**src/rtl/box_scan_ctrl_if.sv**
```systemverilog
// rtl/box_scan_ctrl_if.sv - signal bundle between box_scan_ctrl, frame RAM, box unit and host
//
// Signals:
//   start, abort, stall       host control into the sequencer
//   ram_rd, ram_addr          frame RAM read request (sequencer -> RAM)
//   ram_data                  frame RAM read data, one cycle after ram_rd
//   box_wr_en, box_value_index  box unit write port ([31:24] value, [23:0] index)
//   box_result                box unit output {xMin,xMax,yMin,yMax}
//   busy, done, result_valid, result, pixel_count  status back to the host
// Modports:
//   master  the sequencer side
//   slave   the environment side (host, RAM, box unit)
interface box_scan_ctrl_if;
    logic        start;
    logic        abort;
    logic        stall;
    logic        ram_rd;
    logic [23:0] ram_addr;
    logic [7:0]  ram_data;
    logic        box_wr_en;
    logic [31:0] box_value_index;
    logic [31:0] box_result;
    logic        busy;
    logic        done;
    logic        result_valid;
    logic [31:0] result;
    logic [23:0] pixel_count;

    modport master (
        input  start, abort, stall, ram_data, box_result,
        output ram_rd, ram_addr, box_wr_en, box_value_index,
               busy, done, result_valid, result, pixel_count
    );

    modport slave (
        output start, abort, stall, ram_data, box_result,
        input  ram_rd, ram_addr, box_wr_en, box_value_index,
               busy, done, result_valid, result, pixel_count
    );
endinterface

```
**src/rtl/box_scan_ctrl.sv**
```systemverilog
// rtl/box_scan_ctrl.sv - sequencer streaming one RGB frame from frame RAM into the box unit
//
// Ports:
//   CLOCK_50  system clock
//   reset_n   asynchronous active-low reset
//   bus       box_scan_ctrl_if.master: host control/status, frame RAM read port,
//             box unit write port and result input
module box_scan_ctrl #(
    parameter int WIDTH       = 100,
    parameter int HEIGHT      = 100,
    parameter int RESET_INDEX = 99999,
    parameter int N_BYTES     = WIDTH * HEIGHT * 3
) (
    input  logic            CLOCK_50,
    input  logic            reset_n,
    box_scan_ctrl_if.master bus
);

    // An index equal to RESET_INDEX clears the box unit, so a real byte
    // address must never collide with it.
    if (N_BYTES >= RESET_INDEX) begin : g_bad_size
        $error("box_scan_ctrl: N_BYTES must be below RESET_INDEX");
    end

    localparam logic [23:0] LAST_ADDR  = 24'(N_BYTES - 1);
    localparam logic [23:0] CLEAR_IDX  = 24'(RESET_INDEX);
    localparam logic [31:0] IDLE_DRIVE = {8'hFF, 24'd0};

    typedef enum logic [2:0] {
        IDLE,
        CLEAR,
        STREAM,
        FLUSH,
        CAPTURE
    } state_t;

    state_t      state;
    logic        rd_q;
    logic [23:0] addr_q;
    logic        in_pipe;

    assign in_pipe       = (state == STREAM) || (state == FLUSH);
    // Reads follow stall combinationally so a stalled cycle costs exactly one cycle.
    assign bus.ram_rd    = (state == STREAM) && !bus.stall;
    // RAM data arrives one cycle after the read; deliver it in that cycle.
    assign bus.box_wr_en = in_pipe && rd_q;
    assign bus.busy      = (state != IDLE);

    // White value with index 0 keeps the box unit untouched outside
    // the clear and delivery cycles.
    always_comb begin
        bus.box_value_index = IDLE_DRIVE;
        if (state == CLEAR) begin
            bus.box_value_index = {8'hFF, CLEAR_IDX};
        end else if (bus.box_wr_en) begin
            bus.box_value_index = {bus.ram_data, addr_q};
        end
    end

    always_ff @(posedge CLOCK_50 or negedge reset_n) begin
        if (!reset_n) begin
            state            <= IDLE;
            rd_q             <= 1'b0;
            addr_q           <= 24'd0;
            bus.ram_addr     <= 24'd0;
            bus.done         <= 1'b0;
            bus.result_valid <= 1'b0;
            bus.result       <= 32'd0;
            bus.pixel_count  <= 24'd0;
        end else begin
            bus.done <= 1'b0;
            rd_q     <= bus.ram_rd;
            addr_q   <= bus.ram_addr;

            if (bus.ram_rd) begin
                bus.ram_addr <= bus.ram_addr + 24'd1;
            end
            if (bus.box_wr_en) begin
                bus.pixel_count <= bus.pixel_count + 24'd1;
            end

            if (bus.abort && (state != IDLE)) begin
                // Any read still in flight is dropped: rd_q is cleared and
                // delivery is gated by the state anyway.
                state <= IDLE;
                rd_q  <= 1'b0;
            end else begin
                case (state)
                    IDLE: begin
                        if (bus.start && !bus.abort) begin
                            state            <= CLEAR;
                            bus.result_valid <= 1'b0;
                            bus.pixel_count  <= 24'd0;
                            bus.ram_addr     <= 24'd0;
                        end
                    end
                    CLEAR: begin
                        state <= STREAM;
                    end
                    STREAM: begin
                        if (bus.ram_rd && (bus.ram_addr == LAST_ADDR)) begin
                            state <= FLUSH;
                        end
                    end
                    FLUSH: begin
                        state <= CAPTURE;
                    end
                    CAPTURE: begin
                        // Final byte was written at the end of FLUSH, so the
                        // box unit output already includes it here.
                        bus.result       <= bus.box_result;
                        bus.done         <= 1'b1;
                        bus.result_valid <= 1'b1;
                        state            <= IDLE;
                    end
                    default: begin
                        state <= IDLE;
                    end
                endcase
            end
        end
    end

endmodule

```
**src/flat_wrapper.sv**
```systemverilog
// flat-port wrapper written by rule: the top's interface ports become plain ports
module box_scan_ctrl_flat 
#(
    parameter int WIDTH       = 100,
    parameter int HEIGHT      = 100,
    parameter int RESET_INDEX = 99999,
    parameter int N_BYTES     = WIDTH * HEIGHT * 3
)
  (CLOCK_50, reset_n, bus_start, bus_abort, bus_stall, bus_ram_data, bus_box_result, bus_ram_rd, bus_ram_addr, bus_box_wr_en, bus_box_value_index, bus_busy, bus_done, bus_result_valid, bus_result, bus_pixel_count);
  box_scan_ctrl_if bus_i ();
  input  logic CLOCK_50;
  input  logic reset_n;
  input wire logic [$bits(bus_i.start)-1:0] bus_start;
  input wire logic [$bits(bus_i.abort)-1:0] bus_abort;
  input wire logic [$bits(bus_i.stall)-1:0] bus_stall;
  input wire logic [$bits(bus_i.ram_data)-1:0] bus_ram_data;
  input wire logic [$bits(bus_i.box_result)-1:0] bus_box_result;
  output wire logic [$bits(bus_i.ram_rd)-1:0] bus_ram_rd;
  output wire logic [$bits(bus_i.ram_addr)-1:0] bus_ram_addr;
  output wire logic [$bits(bus_i.box_wr_en)-1:0] bus_box_wr_en;
  output wire logic [$bits(bus_i.box_value_index)-1:0] bus_box_value_index;
  output wire logic [$bits(bus_i.busy)-1:0] bus_busy;
  output wire logic [$bits(bus_i.done)-1:0] bus_done;
  output wire logic [$bits(bus_i.result_valid)-1:0] bus_result_valid;
  output wire logic [$bits(bus_i.result)-1:0] bus_result;
  output wire logic [$bits(bus_i.pixel_count)-1:0] bus_pixel_count;
  assign bus_i.start = bus_start;
  assign bus_i.abort = bus_abort;
  assign bus_i.stall = bus_stall;
  assign bus_i.ram_data = bus_ram_data;
  assign bus_i.box_result = bus_box_result;
  assign bus_ram_rd = bus_i.ram_rd;
  assign bus_ram_addr = bus_i.ram_addr;
  assign bus_box_wr_en = bus_i.box_wr_en;
  assign bus_box_value_index = bus_i.box_value_index;
  assign bus_busy = bus_i.busy;
  assign bus_done = bus_i.done;
  assign bus_result_valid = bus_i.result_valid;
  assign bus_result = bus_i.result;
  assign bus_pixel_count = bus_i.pixel_count;
  box_scan_ctrl #(.WIDTH(WIDTH), .HEIGHT(HEIGHT), .RESET_INDEX(RESET_INDEX), .N_BYTES(N_BYTES)) u_core (.CLOCK_50(CLOCK_50), .reset_n(reset_n), .bus(bus_i));
endmodule
```
**config.mk**
```make
export PLATFORM = sky130hd
export DESIGN_NAME = box_scan_ctrl_flat
export DESIGN_NICKNAME = d
export VERILOG_FILES = /design/src/rtl/box_scan_ctrl_if.sv /design/src/rtl/box_scan_ctrl.sv /design/src/flat_wrapper.sv
export SDC_FILE = /design/constraint.sdc
export NUM_CORES = 1
export LEC_CHECK = 0
export BUFFER_PORTS_ARGS = -buffer_cell sky130_fd_sc_hd__buf_2
export CAP_MARGIN = 20
export CORE_MARGIN = 2
export CORE_UTILIZATION = 54
export CTS_CLUSTER_DIAMETER = 40
export DETAILED_ROUTE_END_ITERATION = 6
export PLACE_DENSITY = 0.95
export REMOVE_ABC_BUFFERS = 1
export SYNTH_ARGS = -nofsm -noshare
export SYNTH_HDL_FRONTEND = slang
export SYNTH_SLANG_ARGS = --single-unit
export TNS_END_PERCENT = 5
```
**constraint.sdc**
```tcl
create_clock -name CLOCK_50 -period 3.3 [get_ports CLOCK_50]
set_input_delay 0.66 -clock CLOCK_50 [delete_from_list [all_inputs] [get_ports CLOCK_50]]
set_output_delay 0.66 -clock CLOCK_50 [all_outputs]
set_load 0.01 [all_outputs]
```
[Word-level counts from Yosys, hierarchy flattened]
Index checks and enable logic that the tools add are counted.
Cells by class
  add/subtract/negate cells: 2
  bitwise logic cells: 1
  eq/ne operators: 8
  reductions and logical operators: 14
  multiplexer cells: 19
Operator list (number)
  $mux 24: 8
  $mux 32: 2
  $add 24x1->24 const B: 2
  $eq 24x15->1 const B: 1
  $pmux 3 s4: 1
  $mux 3: 3
  $eq 3x2->1 const B: 2
  $logic_and 1x1->1: 5
  $mux 1: 4
  $reduce_and 2->1: 2
  $eq 3x1->1 const B: 1
  $eq 3x3->1 const B: 1
  $logic_not 3->1: 1
  $ne 3x1->1 const B: 1
  $ne 3x3->1 const B: 1
  $reduce_and 3->1: 1
  $reduce_bool 3->1: 1
  $logic_not 1->1: 2
  $ne 2x1->1 const B: 1
  $pmux 1 s2: 1
  $reduce_bool 2->1: 1
  $logic_or 1x1->1: 1
  $not 1->1: 1
Storage, ports and cells
  register bits: 110

[Longest topological paths before layout]
Gate-level depths: netlist of the first run.
  word-level depth: 7
  depth in mapped cells: 8
  depth with buffers taken out: 5

[Least setup slack after synthesis of the first run]
No wires, ideal clock.
  path kind: in2reg
  start point: input bus_stall
  end point: register u_core.bus.ram_addr[23]
  library setup time: 0.077 ns
  slack: 0.912 ns
  cell stages on the path: 5
  arrival time: 2.311 ns
  cells stage by stage: or4b_1 > buf_2 > or4_4 > or4_1 > a21oi_1
On the way
  word-level cells in the longest chain between the ends: 6
RTL lines
  from (decl): RTL line flat_wrapper.sv:15  | input wire logic [$bits(bus_i.stall)-1:0] bus_stall;
  $logic_not 1->1 (*): RTL line box_scan_ctrl.sv:44  | assign bus.ram_rd = (state == STREAM) && !bus.stall;
  $logic_and 1x1->1 (*): RTL line box_scan_ctrl.sv:44
  $mux 24 (*): RTL line box_scan_ctrl.sv:75  | if (bus.ram_rd) begin
  $mux 24: RTL line box_scan_ctrl.sv:90  | if (bus.start && !bus.abort) begin
  $mux 24: RTL line box_scan_ctrl.sv:88  | case (state)
  $mux 24 (*): RTL line box_scan_ctrl.sv:82  | if (bus.abort && (state != IDLE)) begin
  to (signal assigned): RTL line box_scan_ctrl.sv:76  | bus.ram_addr <= bus.ram_addr + 24'd1;
  to (decl): RTL line box_scan_ctrl_if.sv:31  | output ram_rd, ram_addr, box_wr_en, box_value_index,
Mark *: on every way between the ends. The rest lies on a longest branch, timed or not.
A chain may end at the register's enable or synchronous reset.

[Final worst setup path of the first run]
  start point: register u_core.state[1]
  end point: output bus_box_value_index[14]
On the way
  word-level cells in the longest chain between the ends: 5
  elaborated cells on any way between the ends: 7
  those cells by class: eq/ne: 3; mux: 2; reduce/logical: 2
RTL lines
  from (decl): RTL line box_scan_ctrl.sv:37  | state_t state;
  from (signal assigned): RTL line box_scan_ctrl.sv:62  | state <= IDLE;
  from (signal assigned): RTL line box_scan_ctrl.sv:85  | state <= IDLE;
  from (signal assigned): RTL line box_scan_ctrl.sv:91  | state <= CLEAR;
  $eq 3x2->1: RTL line box_scan_ctrl.sv:42  | assign in_pipe = (state == STREAM) || (state == FLUSH);
  $logic_or 1x1->1: RTL line box_scan_ctrl.sv:42
  $logic_and 1x1->1: RTL line box_scan_ctrl.sv:46  | assign bus.box_wr_en = in_pipe && rd_q;
  $mux 32: RTL line box_scan_ctrl.sv:55  | end else if (bus.box_wr_en) begin
  $mux 32 (*): RTL line box_scan_ctrl.sv:53  | if (state == CLEAR) begin
  to (decl): RTL line flat_wrapper.sv:21  | output wire logic [$bits(bus_i.box_value_index)-1:0] bus_box_value_index;
Marks and branches as above.

==> metrics.md, run 1 <==
| Metric | Value |
|---|---|
| Postcts setup bufs | 0 |
| Ys Warns | 0 |
| Top FF cell, synth | dfrtp_1 |
| Max-cap violations | 0 |
| Nets | ~630 |
| Minimum clock period | between 2 and 3 ns |
| Post-Place Cells | 676 |
| Cells along the critical path | nand3b_1 > inv_1 > buf_12 > and2_1 > buf_2 |
| Kind of cell adding the most delay to the critical path | buffers and inverters |
| Die area | approximately 0.0097 mm2 |
| VDD IR max | 0.315 mV |
| Clk sinks | 110 |
| Port Buf Inserts | between 150 and 200 |
| Top post-synthesis cells by area | dfrtp_1 57%, mux2_2 7.5%, a21oi_1 2.7% |
| First-pass GRT wire length | between 15000 and 20000 um |
| CTS tree | yes |
| Final period utilization | 88.8% |
| Post-CTS Resized | 0 |
| Fillers | 654 |
| Reg clk slew, reported paths | 0.10 ns |
| Compound-Gate Fraction of Synth Area | 8.26% |
| Req. time, crit path | 2.64 ns |
| Pins Over Slew Limit | 0 |
| Vias per inst | 5.75 |
| CP Launch Type | flip-flop |
| Largest family of logic cells by synthesized area | simple AND/OR/NAND/NOR gates |
| Residual DRC | 0 |
| Simple-Gate Fraction of Synth Area | 19.7% |
| Synth Instances | 422 |
| Pin count of the biggest net entering global routing | 61 |
| Register bit total from synthesis | 110 |
| CTS Buf Count | 9 |
| Register area | about 0.0028 mm2 |
| Yosys top cell area share | between 50% and 60% |
| Count of cell types in the netlist | 41 |
| Starting Density | between 50% and 60% |
| Initial antenna violation count | 0 |
| Synth Area in Adders | less than 1% |
| WL per Instance | around 17 um |
| Vias in the first global route | ~3.9k |
| Clk Tree Root Cell | clkbuf_8 |
| Outcome | completed |
| EDFF count, synth | 0 |
| Post-synth top cells | 110 x dfrtp_1, 32 x mux2_2, 26 x a21oi_1 |
| Clock skew | around 0.017 ns |
| PwrDens | 430 mW/mm2 |
| Min-delay worst type | input port to asynchronous set/reset pin |
| Post-CTS Hold Fix Bufs | 0 |
| Clk Latency, worst-skew pair | roughly 0.37 ns |
| Layout cells sized above 1 | 37.8% |
| Core box area | 0.00868 mm2 |
| RSZ-0062 raised after global routing | false |
| Worst Tran Pin Value | 0.756 ns |
| Post-route insts no fill | 692 |
| Detailed-router iteration count before antenna repair | 5 |
| Worst Setup End Kind | output port |
| Post-placement cell area | 0.00571 mm2 |
| Fin area | 0.00589 mm2 |
| Worst Setup Path Type | flip-flop to output port |
| Hpwl dp | 8540 um |
| Seq/Total Area, Yosys | 57.3% |
| Multi-input gate area | around 0.0019 mm2 |
| Ant. Diodes | 0 |
| Total negative setup slack | 0 ns |
| Row cnt | 34 |
| Data arrival time of the critical path | 2.27 ns |
| Cell taking the most area after synthesis | dfrtp_1 |
| Routed vias | 3981 |
| GRT Resource Usage Total | roughly 24% |
| # setup viols final | 0 |
| Ys async rst share | 100% |
| H-Tree Depth | 3 |
| Max Clock Freq | 341 MHz |
| Area Overhead vs Synth | 22.7% |
| CP Buf/Inv Count | 3 |
| Final Total Pwr | approximately 2500 uW |
| CTS Buffer Depth | 2 |
| Remaining global-route overflow | 0 |
| Mapped Area | 0.00480 mm2 |
| I/O pin count | 162 |
| Most frequent cell after synthesis | dfrtp_1 |
| Critical Path Fanout Max | 25 |
| Synth Area in XOR/XNOR | 3.46% |
| Post-route ant nets | 0 |
| Gp weighted congestion | 0.898 |
| Synth Area per Inst | 11.4 um2 |
| Hold Vio Cnt, Final | 0 |
| Final WL | between 10000 and 15000 um |
| Pleak | 0.00312 uW |
| Drt initial violations | 130 |
| CP max-delay cell | dfrtp_1 |
| Multiplexer share of the synthesized area | 7.92% |
| Die width | 98.3 um |
| Die Height | 98.3 um |
| Delay of the slowest critical-path stage | about 0.60 ns |
| Worst slew margin | 49.4% |
## cell usage in the layout, fill, tap and decap left out, drive strengths merged, types with 10 or more instances in the layout
cell	Yosys	final
o21ai	11	11
a21oi	26	26
a21o	11	11
and2	16	16
nand3	18	18
or4	17	17
nand2	25	25
dfrtp	110	110
or3	12	12
inv	8	11
o31ai	14	14
nor2	22	22
mux2	32	32
buf	8	167
nand4	13	13
xnor2	10	10
## logic make-up (layout without fill, tap and decap cells)
logic type	Yosys count	in the layout
muxes	34	34
DFF	110	110
AOI/OAI and AO/OA	65	65
buffers and inverters	29	191
and+or+nand+nor	163	163
adders and majority gates	2	2
xor gates and xnor gates	19	19
## cell type report
type / instances / area share [%]
sequential: 110 / 46.7
clock inverter: 7 / 1.10
multi-input combinational: 283 / 32.6
tap: 108 / 2.29
inverter: 8 / 0.509
timing repair buffer: 167 / 14.7
clock buffer: 9 / 2.10
## state kept, by name (all words and copies together), names as in the netlist
register                 flops
u_core.addr_q               24
u_core.bus.done              1
u_core.bus.pixel_count      24
u_core.bus.ram_addr         24
u_core.bus.result           32
u_core.bus.result_valid      1
u_core.rd_q                  1
u_core.state                 3
## metrics by stage
step / hold slack [ns] / utilization, % / setup slack [ns]
after floorplan: 0.364 / - / 0.197
after global placement: 0.451 / 65.7 / 0.749
after detailed placement: 0.468 / 65.7 / 0.642
after CTS: 0.360 / 67.9 / 0.355
after global routing: 0.403 / 67.9 / 0.188
final: 0.339 / 67.9 / 0.370
## worst paths after layout
kind,cells past startpoint,slack (ns),endpoint,startpoint
hold reg to reg,1,0.49,u_core.bus.pixel_count[23]$_DFF_PN0_,u_core.bus.pixel_count[23]$_DFF_PN0_
hold / removal,1,0.34,u_core.bus.pixel_count[7]$_DFF_PN0_,reset_n
min in group CLOCK_50,1,0.49,u_core.bus.pixel_count[23]$_DFF_PN0_,u_core.bus.pixel_count[23]$_DFF_PN0_
setup reg to reg,5,0.78,u_core.bus.ram_addr[13]$_DFF_PN0_,u_core.state[1]$_DFFE_PN0P_
max in group asynchronous,2,2.09,u_core.bus.result[17]$_DFFE_PN0P_,reset_n
setup / recovery,5,0.37,bus_box_value_index[14],u_core.state[1]$_DFFE_PN0P_
## power by group
group / leakage, uW / switching (uW) / total, uW / internal, uW
clock network: 0.0000973 / 473 / 764 / 291
registers: 0.00152 / 50.4 / 1470 / 1420
logic: 0.00150 / 161 / 302 / 141
total: 0.00312 / 684 / 2540 / 1850
## metal layers
layer / GRT usage [%] / vias to the layer above / routed length (um)
li1: - / 1832 / -
met1: 32.4 / 1975 / 4750
met2: 40.8 / 153 / 6080
met3: 4.65 / 21 / 714
met4: 8.43 / 0 / 253
met5: 0 / - / 0
Power figures use the tool's default switching activity.
==> inputs of run 2 (changes only) <==
--- a/config.mk
+++ b/config.mk
@@ -8,10 +8,10 @@
 export BUFFER_PORTS_ARGS = -buffer_cell sky130_fd_sc_hd__buf_2
 export CAP_MARGIN = 20
 export CORE_MARGIN = 2
-export CORE_UTILIZATION = 54
+export CORE_UTILIZATION = 50
 export CTS_CLUSTER_DIAMETER = 40
 export DETAILED_ROUTE_END_ITERATION = 6
-export PLACE_DENSITY = 0.95
+export PLACE_DENSITY = 0.91
 export REMOVE_ABC_BUFFERS = 1
 export SYNTH_ARGS = -nofsm -noshare
 export SYNTH_HDL_FRONTEND = slang
==> constraint.sdc (replaced) <==
create_clock -name CLOCK_50 -period 2.85 [get_ports CLOCK_50]
set_input_delay 0.57 -clock CLOCK_50 [delete_from_list [all_inputs] [get_ports CLOCK_50]]
set_output_delay 0.57 -clock CLOCK_50 [all_outputs]
set_load 0.01 [all_outputs]
==> run 2 against run 1 <==
Final cell count increased by 3.5%. Wire length decreased by 2.4%. Utilization decreased by 3.9 points. Largest power group unchanged. Setup slack got worse by 0.14 ns. Worst hold slack got worse by 0.17 ns. Via count decreased by 0.30%. Critical path type unchanged. Global-route usage decreased by 2.3 points. Clock power increased by 27%. Combinational power increased by 15%. Largest cell class unchanged.
==> metrics.md, run 2 (synthesis results as in run 1) <==
| Metric | Value |
|---|---|
| Ant. Diodes | 0 (unchanged) |
| Data arrival time of the critical path | 2.05 ns (-0.22 ns) |
| Clock skew | 0.0143 ns (-0.00299 ns) |
| Hold Vio Cnt, Final | 0 (unchanged) |
| Post-CTS Resized | 0 (unchanged) |
| Outcome | completed |
| Minimum clock period | 2.62 ns |
| Worst Setup Path Type | flip-flop to output port |
| Initial antenna violation count | 0 (unchanged) |
| Pins Over Slew Limit | 0 (unchanged) |
| Post-route ant nets | 0 (unchanged) |
| Net Sw Frac | 26.1% (-0.90 points) |
| CTS Buf Count | 9 (unchanged) |
| Row cnt | 35 (+2.9%) |
| Fin area | 0.00594 mm2 (+0.85%) |
| Vias per inst | 5.54 (-3.6%) |
| Clock power frac | 32.1% (+2.0 points) |
| Core box area | 0.00928 mm2 (+7.0%) |
| Drt initial violations | 351 (+170%) |
| Worst slew margin | 55.3% (+5.9 points) |
| Worst Tran Pin Value | 0.670 ns (-0.0855 ns) |
| Post-placement cell area | 0.00574 mm2 (+0.64%) |
| GRT Resource Usage Total | 22.2% (-2.3 points) |
| Layout cells sized above 1 | 38.0% (+0.15 points) |
| Share of power burned in registers | 56.4% (-1.6 points) |
| Final WL | 11500 um (-2.4%) |
| Die area | 0.0104 mm2 (+7.7%) |
| Detailed-router iteration count before antenna repair | 4 (-1) |
| Commonest cells after routing, fill and taps aside | 160 x buf_2, 110 x dfrtp_1, 32 x mux2_2 |
| WL per Instance | 16.1 um (-5.7%) |
| Total negative setup slack | 0 ns (unchanged) |
| Register area | 0.00275 mm2 (unchanged) |
| Req. time, crit path | 2.28 ns (-0.36 ns) |
| Int Pwr | 2230 uW (+21%) |
| Min-delay worst type | input port to asynchronous set/reset pin |
| Die width | 102 um (+3.8%) |
| First-pass GRT wire length | 18100 um (-4.9%) |
| Top reg by flops | u_core.bus.result |
| Max Clock Freq | 381 MHz |
| PwrDens | 509 mW/mm2 (+18%) |
| Critical Path Fanout Max | 11 (-56%) |
| Gate power share | 11.5% (-0.4 points) |
| Nets | 629 (+0.48%) |
| Area Overhead vs Synth | 23.7% |
| Starting Density | 51.8% (-3.6 points) |
| Gp weighted congestion | 0.877 (-2.3%) |
| CTS tree | yes |
| Commonest non-fill, non-tap cell in the layout | buf_2 |
| H-Tree Depth | 3 (unchanged) |
| Max-cap violations | 0 (unchanged) |
| # setup viols final | 0 (unchanged) |
| Reg clk slew, reported paths | 0.11 ns (about the same) |
| Clk sinks | 110 (unchanged) |
| VDD IR max | 0.307 mV (-2.7%) |
| RSZ-0062 raised after global routing | false |
| Pin count of the biggest net entering global routing | 43 (-30%) |
| Remaining global-route overflow | 0 (unchanged) |
| Pleak | 0.00313 uW (+0.48%) |
| Multi-input gate area | 0.00192 mm2 (unchanged) |
| Die Height | 102 um (+3.8%) |
| Residual DRC | 0 (unchanged) |
| Final period utilization | 92.1% |
| Port Buf Inserts | 161 (unchanged) |
| Worst Setup End Kind | output port |
| CTS Buffer Depth | 2 (unchanged) |
| Hpwl dp | 8390 um (-1.8%) |
| Fillers | 743 (+14%) |
| Postcts setup bufs | 0 (unchanged) |
| Net Sw Power | 788 uW (+15%) |
| Clk Tree Root Cell | clkbuf_8 |
| Hold slack | 0.166 ns (-0.173 ns) |
| CP Launch Type | flip-flop |
| Vias in the first global route | 3828 (-1.3%) |
| Max reg flops | 32 (unchanged) |
| I/O pin count | 162 (unchanged) |
| Post-CTS Hold Fix Bufs | 0 (unchanged) |
| Clk Latency, worst-skew pair | 0.37 ns (about the same) |
| Routed vias | 3969 (-0.30%) |
-- run 2: changes by cell type in the layout (fill, tap and decap cells not counted) --
| cell | delta |
|---|---|
| clkinv_4 | -2 |
| clkinv_8 | -1 |
| clkinv_2 | -1 |
| inv_8 | +1 |
| clkinvlp_4 | +1 |
| bufinv_16 | +1 |
| clkbuf_1 | +1 |
| buf_4 | +4 |
| buf_12 | -1 |
-- run 2: layer usage --
metal	vias up	global-route usage, %	share of wire (%)
met4	0	9.74	1.9
met3	15	3.90	5.5
met1	1971	28.5	41
li1	1840	-	-
met2	143	37.2	52
met5	-	0	0
-- run 2: final timing paths --
kind                                                    from                           endpoint  slack (ns)  cells past startpoint
setup / recovery                 u_core.state[1]$_DFFE_PN0P_                         bus_ram_rd        0.23                      4
hold reg to reg            u_core.bus.ram_addr[22]$_DFF_PN0_        u_core.addr_q[22]$_DFF_PN0_        0.48                      0
hold / removal                                       reset_n        u_core.state[0]$_DFFE_PN0P_        0.17                      1
max in group asynchronous                            reset_n        u_core.addr_q[18]$_DFF_PN0_        1.87                      2
min in group CLOCK_50                      bus_box_result[5]   u_core.bus.result[5]$_DFFE_PN0P_        0.42                      2
setup reg to reg                 u_core.state[1]$_DFFE_PN0P_  u_core.bus.ram_addr[15]$_DFF_PN0_        0.36                      5
-- run 2: per-stage QoR --
step           worst slack [ns]  total power, uW  std cells  util [%]
2_1_floorplan            -0.163             1880        401         -
3_3_place_gp              0.413             2070        700      61.8
3_5_place_dp              0.354             2090        700      61.8
4_1_cts                   0.234             3040        716      64.0
5_1_grt                  0.0573             3160        716      64.0
6_report                  0.225             3020        716      64.0
-- run 2: cell type report --
cell class                 count  share of cell area, %
sequential                   110                   46.3
multi-input combinational    283                   32.3
clock inverter                 6                   1.26
inverter                       8                  0.505
tap                          129                   2.72
timing repair buffer         170                   14.7
clock buffer                  10                   2.15
-- run 2: power by group through the flow --
stage | registers, uW | logic, uW | clock network (uW)
final | 1710 | 348 | 969
after CTS | 1710 | 354 | 981
after global placement | 1730 | 342 | 0
after detailed placement | 1740 | 352 | 0
after global routing | 1720 | 384 | 1050
after floorplan | 1760 | 121 | 0
-- run 2: critical path, stage by stage (launching register included) --
cell and delay (ns):
dfrtp_1 0.61, or4b_1 0.61, inv_1 0.12, buf_4 0.18
buf_2 0.16
==> inputs of run 3 (changes only) <==
--- a/config.mk
+++ b/config.mk
@@ -8,10 +8,10 @@
 export BUFFER_PORTS_ARGS = -buffer_cell sky130_fd_sc_hd__buf_2
 export CAP_MARGIN = 20
 export CORE_MARGIN = 2
-export CORE_UTILIZATION = 50
+export CORE_UTILIZATION = 30
 export CTS_CLUSTER_DIAMETER = 40
 export DETAILED_ROUTE_END_ITERATION = 6
-export PLACE_DENSITY = 0.91
+export PLACE_DENSITY = 0.64
 export REMOVE_ABC_BUFFERS = 1
 export SYNTH_ARGS = -nofsm -noshare
 export SYNTH_HDL_FRONTEND = slang
==> run 3 against run 2 <==
Clock power increased by 34%. Count of clock-buffer cells in the layout unchanged. Sequential power about the same. Flip-flop and latch count unchanged. Critical path depth increased by 1. Worst hold slack improved by 0.037 ns. Clock skew decreased by 0.0039 ns. Wire length increased by 6.3%. Final area increased by 3.9%.
==> metrics.md, run 3 (synthesis results as in run 1) <==
| Metric | Value |
|---|---|
| # setup viols final | 0 (unchanged) |
| CTS Buf Count | 9 (unchanged) |
| Max reg flops | 32 (unchanged) |
| Worst Setup Path Type | flip-flop to output port |
| Postcts setup bufs | 0 (unchanged) |
| Clk Tree Root Cell | clkbuf_16 |
| Req. time, crit path | 2.28 ns (about the same) |
| First-pass GRT wire length | 18900 um (+4.7%) |
| Max-cap violations | 0 (unchanged) |
| Post-CTS Resized | 0 (unchanged) |
| GRT Resource Usage Total | 14.2% (-8.0 points) |
| Remaining global-route overflow | 0 (unchanged) |
| Worst Tran Pin Value | 0.570 ns (-0.101 ns) |
| Reg clk slew, reported paths | 0.07 ns (-0.04 ns) |
| Cells along the critical path | nand3b_1 > inv_1 > buf_12 > and2_1 > buf_2 |
| Area Overhead vs Synth | 28.6% |
| Residual DRC | 0 (unchanged) |
| Min-delay worst type | input port to asynchronous set/reset pin |
| Commonest non-fill, non-tap cell in the layout | buf_2 |
| Starting Density | 30.5% (-21 points) |
| PwrDens | 543 mW/mm2 (+6.8%) |
| Post-placement cell area | 0.00587 mm2 (+2.2%) |
| CP Launch Type | flip-flop |
| Worst slew margin | 62.0% (+6.7 points) |
| Post-CTS Hold Fix Bufs | 0 (unchanged) |
| Data arrival time of the critical path | 1.97 ns (-0.08 ns) |
| CP Buf/Inv Count | 3 (unchanged) |
| Pleak | 0.00319 uW (+1.7%) |
| Port Buf Inserts | 161 (unchanged) |
| CP max-delay cell | dfrtp_1 |
| I/O pin count | 162 (unchanged) |
| Max Clock Freq | 394 MHz (+3.4%) |
| Hpwl dp | 8530 um (+1.7%) |
| Worst Setup End Kind | output port |
| Hold slack | 0.203 ns (+0.0368 ns) |
| Critical Path Fanout Max | 33 (+22) |
| Hold Vio Cnt, Final | 0 (unchanged) |
| Kind of cell adding the most delay to the critical path | buffers and inverters |
| Final period utilization | 89.1% (-3.0 points) |
| Clk Latency, worst-skew pair | 0.35 ns (-0.02 ns) |
| Minimum clock period | 2.54 ns (-0.0858 ns) |
| RSZ-0062 raised after global routing | false |
| Die width | 131 um (+28%) |
| Core box area | 0.0158 mm2 (+70%) |
| Clock skew | 0.0103 ns (-0.00395 ns) |
| Fin area | 0.00618 mm2 (+3.9%) |
| CTS Buffer Depth | 2 (unchanged) |
| Clk sinks | 110 (unchanged) |
| Nets | 628 (-0.16%) |
| VDD IR max | 0.282 mV (-8.2%) |
| Outcome | completed |
| Place WS | 0.344 ns (-0.0103 ns) |
| Pins Over Slew Limit | 0 (unchanged) |
| Drt initial violations | 251 (-28%) |
| Row cnt | 46 (+31%) |
| Die area | 0.0170 mm2 (+64%) |
| CTS tree | yes |
| H-Tree Depth | 3 (unchanged) |
| Post-route ant nets | 0 (unchanged) |
| Worst setup margin | 0.311 ns (+0.0858 ns) |
| Gp weighted congestion | 0.868 (-1.1%) |
| Pin count of the biggest net entering global routing | 69 (+60%) |
| Die Height | 131 um (+28%) |
| Final WL | 12200 um (+6.3%) |
| WL per Instance | 15.3 um (-5.2%) |
| Initial antenna violation count | 0 (unchanged) |
| Delay of the slowest critical-path stage | 0.47 ns (-0.14 ns) |
| Final core occ | 39.2% (-25 points) |
| Top reg by flops | u_core.bus.result |
| Vias in the first global route | 3775 (-1.4%) |
| Vias per inst | 4.89 (-12%) |
| Layout cells sized above 1 | 38.1% (+0.065 points) |
| Routed vias | 3929 (-1.0%) |
| Commonest cells after routing, fill and taps aside | 160 x buf_2, 110 x dfrtp_1, 32 x mux2_2 |
| Detailed-router iteration count before antenna repair | 4 (unchanged) |
## run 3: final timing paths
check / end / cells after the start / start / slack, ns
max in group asynchronous: u_core.bus.pixel_count[5]$_DFF_PN0_ / 2 / reset_n / 1.90
min: u_core.bus.result[24]$_DFFE_PN0P_ / 1 / reset_n / 0.20
min in group CLOCK_50: u_core.bus.result[5]$_DFFE_PN0P_ / 2 / bus_box_result[5] / 0.44
min reg2reg: u_core.addr_q[23]$_DFF_PN0_ / 0 / u_core.bus.ram_addr[23]$_DFF_PN0_ / 0.48
max: bus_box_value_index[13] / 5 / u_core.state[2]$_DFFE_PN0P_ / 0.31
max reg2reg: u_core.bus.ram_addr[17]$_DFF_PN0_ / 5 / u_core.state[0]$_DFFE_PN0P_ / 0.48
## run 3: power breakdown
group,internal [uW],switching [uW]
Sequential,1650,55.1
Clock,711,593
Combinational,167,184
## run 3: metrics by stage
step	instances	TNS, ns	total power (uW)
global route	802	0	3520
global placement	786	0	2080
detailed placement	786	0	2090
finish	803	0	3360
floorplan	401	-5.22	1880
CTS	802	0	3410
## run 3: routing by layer
layer  vias to the layer above  GRT usage (%)  part of all wire, %
met5                         -              0                    0
met4                         0           7.32                  2.4
met3                        21           3.71                  7.2
met2                       146           22.3                   46
met1                      1924           18.1                   44
li1                       1838              -                    -
## run 3: final cells by class
class / instances / area, um2
multi-input cells: 283 / 1920
clock buffers: 10 / 239
well taps: 216 / 270
clock inverters: 6 / 68.8
fillers: 1587 / 9590
repair buffers: 169 / 893
flip-flops and latches: 110 / 2750
inverters: 8 / 30.0
diodes: 1 / 2.50
